<file path="config.mk">
export PLATFORM = sky130hd
export DESIGN_NAME = latch_array_ctrl
export DESIGN_NICKNAME = d
export VERILOG_FILES = /design/src/rtl/latch_array_ctrl.sv
export SDC_FILE = /design/constraint.sdc
export NUM_CORES = 1
export LEC_CHECK = 0
export BUFFER_PORTS_ARGS = -buffer_cell sky130_fd_sc_hd__buf_2
export CAP_MARGIN = 20
export CORE_UTILIZATION = 23
export DETAILED_ROUTE_END_ITERATION = 16
export HOLD_SLACK_MARGIN = 0.12
export SLEW_MARGIN = 20
export SYNTH_ARGS = -nofsm -noshare
export SYNTH_HDL_FRONTEND = slang
export SYNTH_SLANG_ARGS = --single-unit
</file>
<file path="constraint.sdc">
create_clock -name clk -period 2 [get_ports clk]
set_clock_uncertainty 0.15 [all_clocks]
set_input_delay 0.6 -clock clk [delete_from_list [all_inputs] [get_ports clk]]
set_output_delay 0.6 -clock clk [all_outputs]
set_load 0.02 [all_outputs]
</file>
<file path="src/rtl/latch_array_ctrl.sv">
// latch_array_ctrl: sequencer for the 8x32 pulse-program latch array.
// A write FSM gives host writes latch-safe timing. The registered address and
// data settle one cycle before a single-cycle strobe, and they are held for one
// cycle after it. A read FSM streams words start_addr..end_addr to the pulse
// transmitter. Playback can repeat when looping is enabled.
// Optional feature macro: PROG_LOOP_EN (defined = loop_count honoured).
//
// Handshakes (both ports): a transfer happens on a rising clk edge where
// valid and ready are both high. The producer holds valid and its payload
// stable until that edge. Ready may depend combinationally on state, never on
// valid.
module latch_array_ctrl #(
  parameter int ADDR_W = 3,
  parameter int DATA_W = 32,
  parameter int LOOP_W = 8
) (
  input  logic              clk,
  input  logic              rst,
  input  logic              host_wr_valid,
  output logic              host_wr_ready,
  input  logic [ADDR_W-1:0] host_wr_addr,
  input  logic [DATA_W-1:0] host_wr_data,
  input  logic              start,
  input  logic              stop,
  input  logic [ADDR_W-1:0] start_addr,
  input  logic [ADDR_W-1:0] end_addr,
  input  logic [LOOP_W-1:0] loop_count,
  output logic              busy,
  output logic              word_valid,
  input  logic              word_ready,
  output logic [DATA_W-1:0] word_data,
  output logic              word_last,
  output logic [ADDR_W-1:0] la_read_address,
  input  logic [DATA_W-1:0] la_rdata,
  output logic              la_write,
  output logic [ADDR_W-1:0] la_write_address,
  output logic [DATA_W-1:0] la_wdata,
  output logic [1:0]        wr_state_dbg,
  output logic [1:0]        rd_state_dbg
);

  typedef enum logic [1:0] {W_IDLE, W_SETUP, W_STROBE, W_HOLD} w_state_t;
  typedef enum logic [1:0] {R_IDLE, R_FETCH, R_PRESENT} r_state_t;

  w_state_t w_state, w_next;
  r_state_t r_state, r_next;

  logic              host_accept;
  logic              hazard;
  logic              last_pass;
  logic [ADDR_W-1:0] ptr, ptr_next;
  logic              word_valid_next;
  logic [DATA_W-1:0] word_data_next;

`ifdef PROG_LOOP_EN
  logic [LOOP_W-1:0] loops, loops_next;
  assign last_pass = (loops == '0);
`else
  // loop_count has no function in this build.
  logic unused_loop_count;
  assign unused_loop_count = ^loop_count;
  assign last_pass = 1'b1;
`endif

  assign host_wr_ready   = (w_state == W_IDLE) & ~rst;
  assign host_accept     = host_wr_valid & host_wr_ready;
  // Only the word being fetched is protected; the write register is already
  // loaded in SETUP, so comparing it covers the whole SETUP..HOLD window.
  assign hazard          = (w_state != W_IDLE) && (la_write_address == ptr);
  assign la_read_address = ptr;
  assign busy            = (r_state != R_IDLE);
  assign word_last       = word_valid & (ptr == end_addr) & last_pass;
  assign wr_state_dbg    = w_state;
  assign rd_state_dbg    = r_state;

  // Write FSM next state: a fixed 4-cycle walk once a request is accepted.
  always_comb begin
    w_next = w_state;
    case (w_state)
      W_IDLE:   if (host_accept) w_next = W_SETUP;
      W_SETUP:  w_next = W_STROBE;
      W_STROBE: w_next = W_HOLD;
      W_HOLD:   w_next = W_IDLE;
      default:  w_next = W_IDLE;
    endcase
  end

  // Write FSM registers. The strobe is a flop, so the array sees a glitch-free pulse.
  always_ff @(posedge clk) begin
    if (rst) begin
      w_state          <= W_IDLE;
      la_write         <= 1'b0;
      la_write_address <= '0;
      la_wdata         <= '0;
    end else begin
      w_state  <= w_next;
      la_write <= (w_next == W_STROBE);
      if (host_accept) begin
        la_write_address <= host_wr_addr;
        la_wdata         <= host_wr_data;
      end
    end
  end

  // Read FSM next state and datapath; stop overrides everything else.
  always_comb begin
    r_next          = r_state;
    ptr_next        = ptr;
    word_valid_next = word_valid;
    word_data_next  = word_data;
`ifdef PROG_LOOP_EN
    loops_next      = loops;
`endif
    if (stop) begin
      r_next          = R_IDLE;
      word_valid_next = 1'b0;
    end else begin
      case (r_state)
        R_IDLE: begin
          if (start) begin
            ptr_next = start_addr;
`ifdef PROG_LOOP_EN
            loops_next = loop_count;
`endif
            r_next   = R_FETCH;
          end
        end
        R_FETCH: begin
          if (!hazard) begin
            word_data_next  = la_rdata;
            word_valid_next = 1'b1;
            r_next          = R_PRESENT;
          end
        end
        R_PRESENT: begin
          if (word_ready) begin
            // Drop valid during the refetch so a word is never consumed twice.
            word_valid_next = 1'b0;
            if (ptr != end_addr) begin
              ptr_next = ptr + ADDR_W'(1);
              r_next   = R_FETCH;
            end else if (!last_pass) begin
`ifdef PROG_LOOP_EN
              loops_next = loops - LOOP_W'(1);
`endif
              ptr_next   = start_addr;
              r_next     = R_FETCH;
            end else begin
              r_next = R_IDLE;
            end
          end
        end
        default: begin
          r_next          = R_IDLE;
          word_valid_next = 1'b0;
        end
      endcase
    end
  end

  // Read FSM registers.
  always_ff @(posedge clk) begin
    if (rst) begin
      r_state    <= R_IDLE;
      ptr        <= '0;
      word_valid <= 1'b0;
      word_data  <= '0;
`ifdef PROG_LOOP_EN
      loops      <= '0;
`endif
    end else begin
      r_state    <= r_next;
      ptr        <= ptr_next;
      word_valid <= word_valid_next;
      word_data  <= word_data_next;
`ifdef PROG_LOOP_EN
      loops      <= loops_next;
`endif
    end
  end

endmodule

</file>
==> flow_metrics.env <==
export IMPL_outcome="finished clean"
export IMPL_startpoint="end_addr[1]"
export IMPL_leakage_uw=0.00198
export IMPL_rsz0062_at_grt="false"
export IMPL_maxCapViolations=0
export IMPL_yosysWarnings=0
export IMPL_htreeDepth=3
export IMPL_layout_min_cycle_time_ps=1970
export IMPL_critical_path_max_stage_delay_ps=200
export IMPL_reg2regPathDepth=8
export IMPL_cts_root_buf="clkbuf_16"
export IMPL_tightest_slew_ps=406
export IMPL_rows=40
export IMPL_ys_types=29
export IMPL_pwr_share_comb_pct=24.4
export IMPL_io_buffers=157
export IMPL_cts_tree="built"
export IMPL_seqPwrFrac_pct=40.1
export IMPL_cp_start_kind="input port"
export IMPL_cts_sinks=76
export IMPL_grtUsageTotal_pct=11.5
export IMPL_wl_mm=7.14
export IMPL_die_y_um=113
export IMPL_cp_slowest_cell="and4_1"
export IMPL_arrival_ps=1220
export IMPL_period_share_pct=98.5
export IMPL_grt_max_degree=47
export IMPL_final_max_slew_violation_count=0
export IMPL_dieArea_um2=12800
export IMPL_synthCells=291
export IMPL_worstReg2RegStart="wr_state_dbg[1]"
export IMPL_endpoint_kind="output port"
export IMPL_ys_seq_area_share_pct=53.6
export IMPL_path_cells="buf_2, xnor2_2, and4_1, buf_4"
export IMPL_crit_type="in2out"
export IMPL_min_path_cells=3
export IMPL_min_delay_path_class="in2reg"
export IMPL_synth_area_leader_cell="dfxtp_1"
export IMPL_min_from="host_wr_data[9]"
export IMPL_r2r_slack_ps=290
export IMPL_fin_util_pct=34.9
export IMPL_cp_depth=4
export IMPL_drc=0
export IMPL_hold_viol_final=0
export IMPL_ys_ff_latch=76
export IMPL_slew_headroom_pct=72.9
export IMPL_design_core_area_um2=12000
export IMPL_areaGrowthSynthToFinish_pct=47.7
export IMPL_max_freq_ghz=0.508
export IMPL_power_share_switching_pct=30.2
export IMPL_dr_total_vias=2569
export IMPL_internal_power_uw=3200
export IMPL_fin_ws_ps=30.4
export IMPL_nets=544
export IMPL_powerDensity_nw_per_um2=1090
export IMPL_p_switching_uw=1380
export IMPL_clock_path_buffers=2
export IMPL_grt_first_pass_wirelength_mm=11.4
export IMPL_synth_edf_count=0
export IMPL_synthTopCellsByArea="dfxtp_1, a22o_1, nand2b_1, o21ai_0, nand2_1"
export IMPL_crit_required_ps=1250
export IMPL_via_per_inst=4.25
export IMPL_place_gp_congestion=0.735
export IMPL_synth_main_ff_cell="dfxtp_1"
export IMPL_clk_pin_slew_ps=60
export IMPL_ant_nets=0
export IMPL_placed_area_um2=3820
export IMPL_yosysTopAreaCellShare_pct=53.6
export IMPL_setup_viol=0
export IMPL_grt_pass1_vias=2395
export IMPL_pwr_share_clk_pct=35.5
export IMPL_hpwl_mm=5.21
export IMPL_total_power_uw=4590
export IMPL_hold_end="la_wdata[9]"
export IMPL_num_antenna_cells=0
export IMPL_die_w_um=113
export IMPL_initial_core_util_pct=23.6
export IMPL_r2r_end="word_data[9]"
export IMPL_io_pins=166
export IMPL_crit_buf_inv=2
export IMPL_cp_top_family="buffers and inverters"
export IMPL_drive_gt1_share_pct=45.1
export IMPL_cts_buffers=9
export IMPL_final_area_um2=4190
export IMPL_place_ws_ps=-46.3
export IMPL_first_pass_iters=4
export IMPL_netlist_area_um2=2840
export IMPL_routedWlPerCell_um=11.8
export IMPL_synth_avg_cell_area_um2=9.75
export IMPL_clk_latency_ps=330
export IMPL_synth_fp_nets=383
export IMPL_ctsHoldBuffers=0
export IMPL_async_flop_share_pct=0
export IMPL_drtIter0Drc=94
export IMPL_antenna_found_initial=0
export IMPL_worstPathMaxFanout=2
export IMPL_overflow=0
export IMPL_ir_drop_mv=0.340
==> layer usage <==
metal / share of wire, % / track usage, % / up-vias / wire length (um)
li1: - / - / 1324 / -
met1: 44 / 13.5 / 1156 / 3140
met2: 47 / 18.1 / 82 / 3390
met3: 7.2 / 4.98 / 7 / 517
met4: 1.3 / 5.00 / 0 / 91
met5: 0 / 0 / - / 0
==> cell families (layout without fill, tap and decap cells) <==
family,after synthesis,after routing,synth area share (%)
simple gates,94,94,17.1
buf+inv,24,190,4.10
mux,3,3,1.10
fa+ha+maj,5,5,2.20
compound gates,83,83,20.1
flops,76,76,53.6
xor+xnor,6,6,1.85
==> timing repair <==
| action | in CTS | in global routing |
|---|---|---|
| buffers inserted | 1 | 1 |
| pin swaps | 0 | 3 |
| setup endpoints to repair | 35 | 34 |
| resized for setup | 13 | 6 |
==> synth_stat cells (3+ instances only) <==
master	instances
dfxtp_1	76
nand2b_1	38
nand4_1	3
clkbuf_1	13
a22o_1	32
ha_1	5
inv_1	5
buf_6	3
xnor2_1	6
o21ai_0	37
nor2b_1	5
buf_2	3
nor2_1	4
nand2_1	38
a21oi_1	6
==> state kept, by name, indices dropped and copies added, names as in the netlist <==
register          cells
wr_state_dbg          2
la_write              1
la_wdata             32
la_read_address       3
la_write_address      3
rd_state_dbg          2
word_data            32
word_valid            1
==> cell usage in the layout (no fill, tap or decap), drive strengths merged, types with 6 or more instances in the layout <==
cell type and n:
nand2b 38, buf 169, xnor2 6, o21ai 37, nand2 38, a21oi 6, a22o 32, dfxtp 76
clkbuf 11
==> worst min-delay path, stage by stage <==
cell and delay (ps):
buf_2 70, nand2_1 30, o21ai_0 50
==> power by group through the flow <==
stage / combinational [uW] / clock (uW) / sequential, uW
after floorplan: 410 / 0 / 2100
final: 1120 / 1630 / 1840
after CTS: 1130 / 1700 / 1840
after global routing: 1230 / 1770 / 1870
after detailed placement: 1080 / 0 / 1870
after global placement: 1060 / 0 / 1860
==> worst max path at each step <==
stage                    end
6_report           word_last
5_1_grt            word_last
4_1_cts            word_last
3_5_place_dp   word_data[29]
3_3_place_gp       word_last
2_1_floorplan   la_wdata[23]
==> through the flow <==
step           std cells  TNS [ps]  hold WS, ps
2_1_floorplan        291         0          388
3_3_place_gp         586         0          307
3_5_place_dp         586     -1080          308
4_1_cts              603         0          297
5_1_grt              604         0          303
6_report             604         0          313
==> layout make-up <==
cell class              count  area (um^2)
multi-input cells         191         1240
well taps                 147          184
flip-flops and latches     76         1530
clock buffers              11          253
fillers                  1251         7820
clock inverters             5         50.0
inverters                   5         18.8
repair buffers            169          910
No activity file was read; power rests on OpenSTA's default activity.
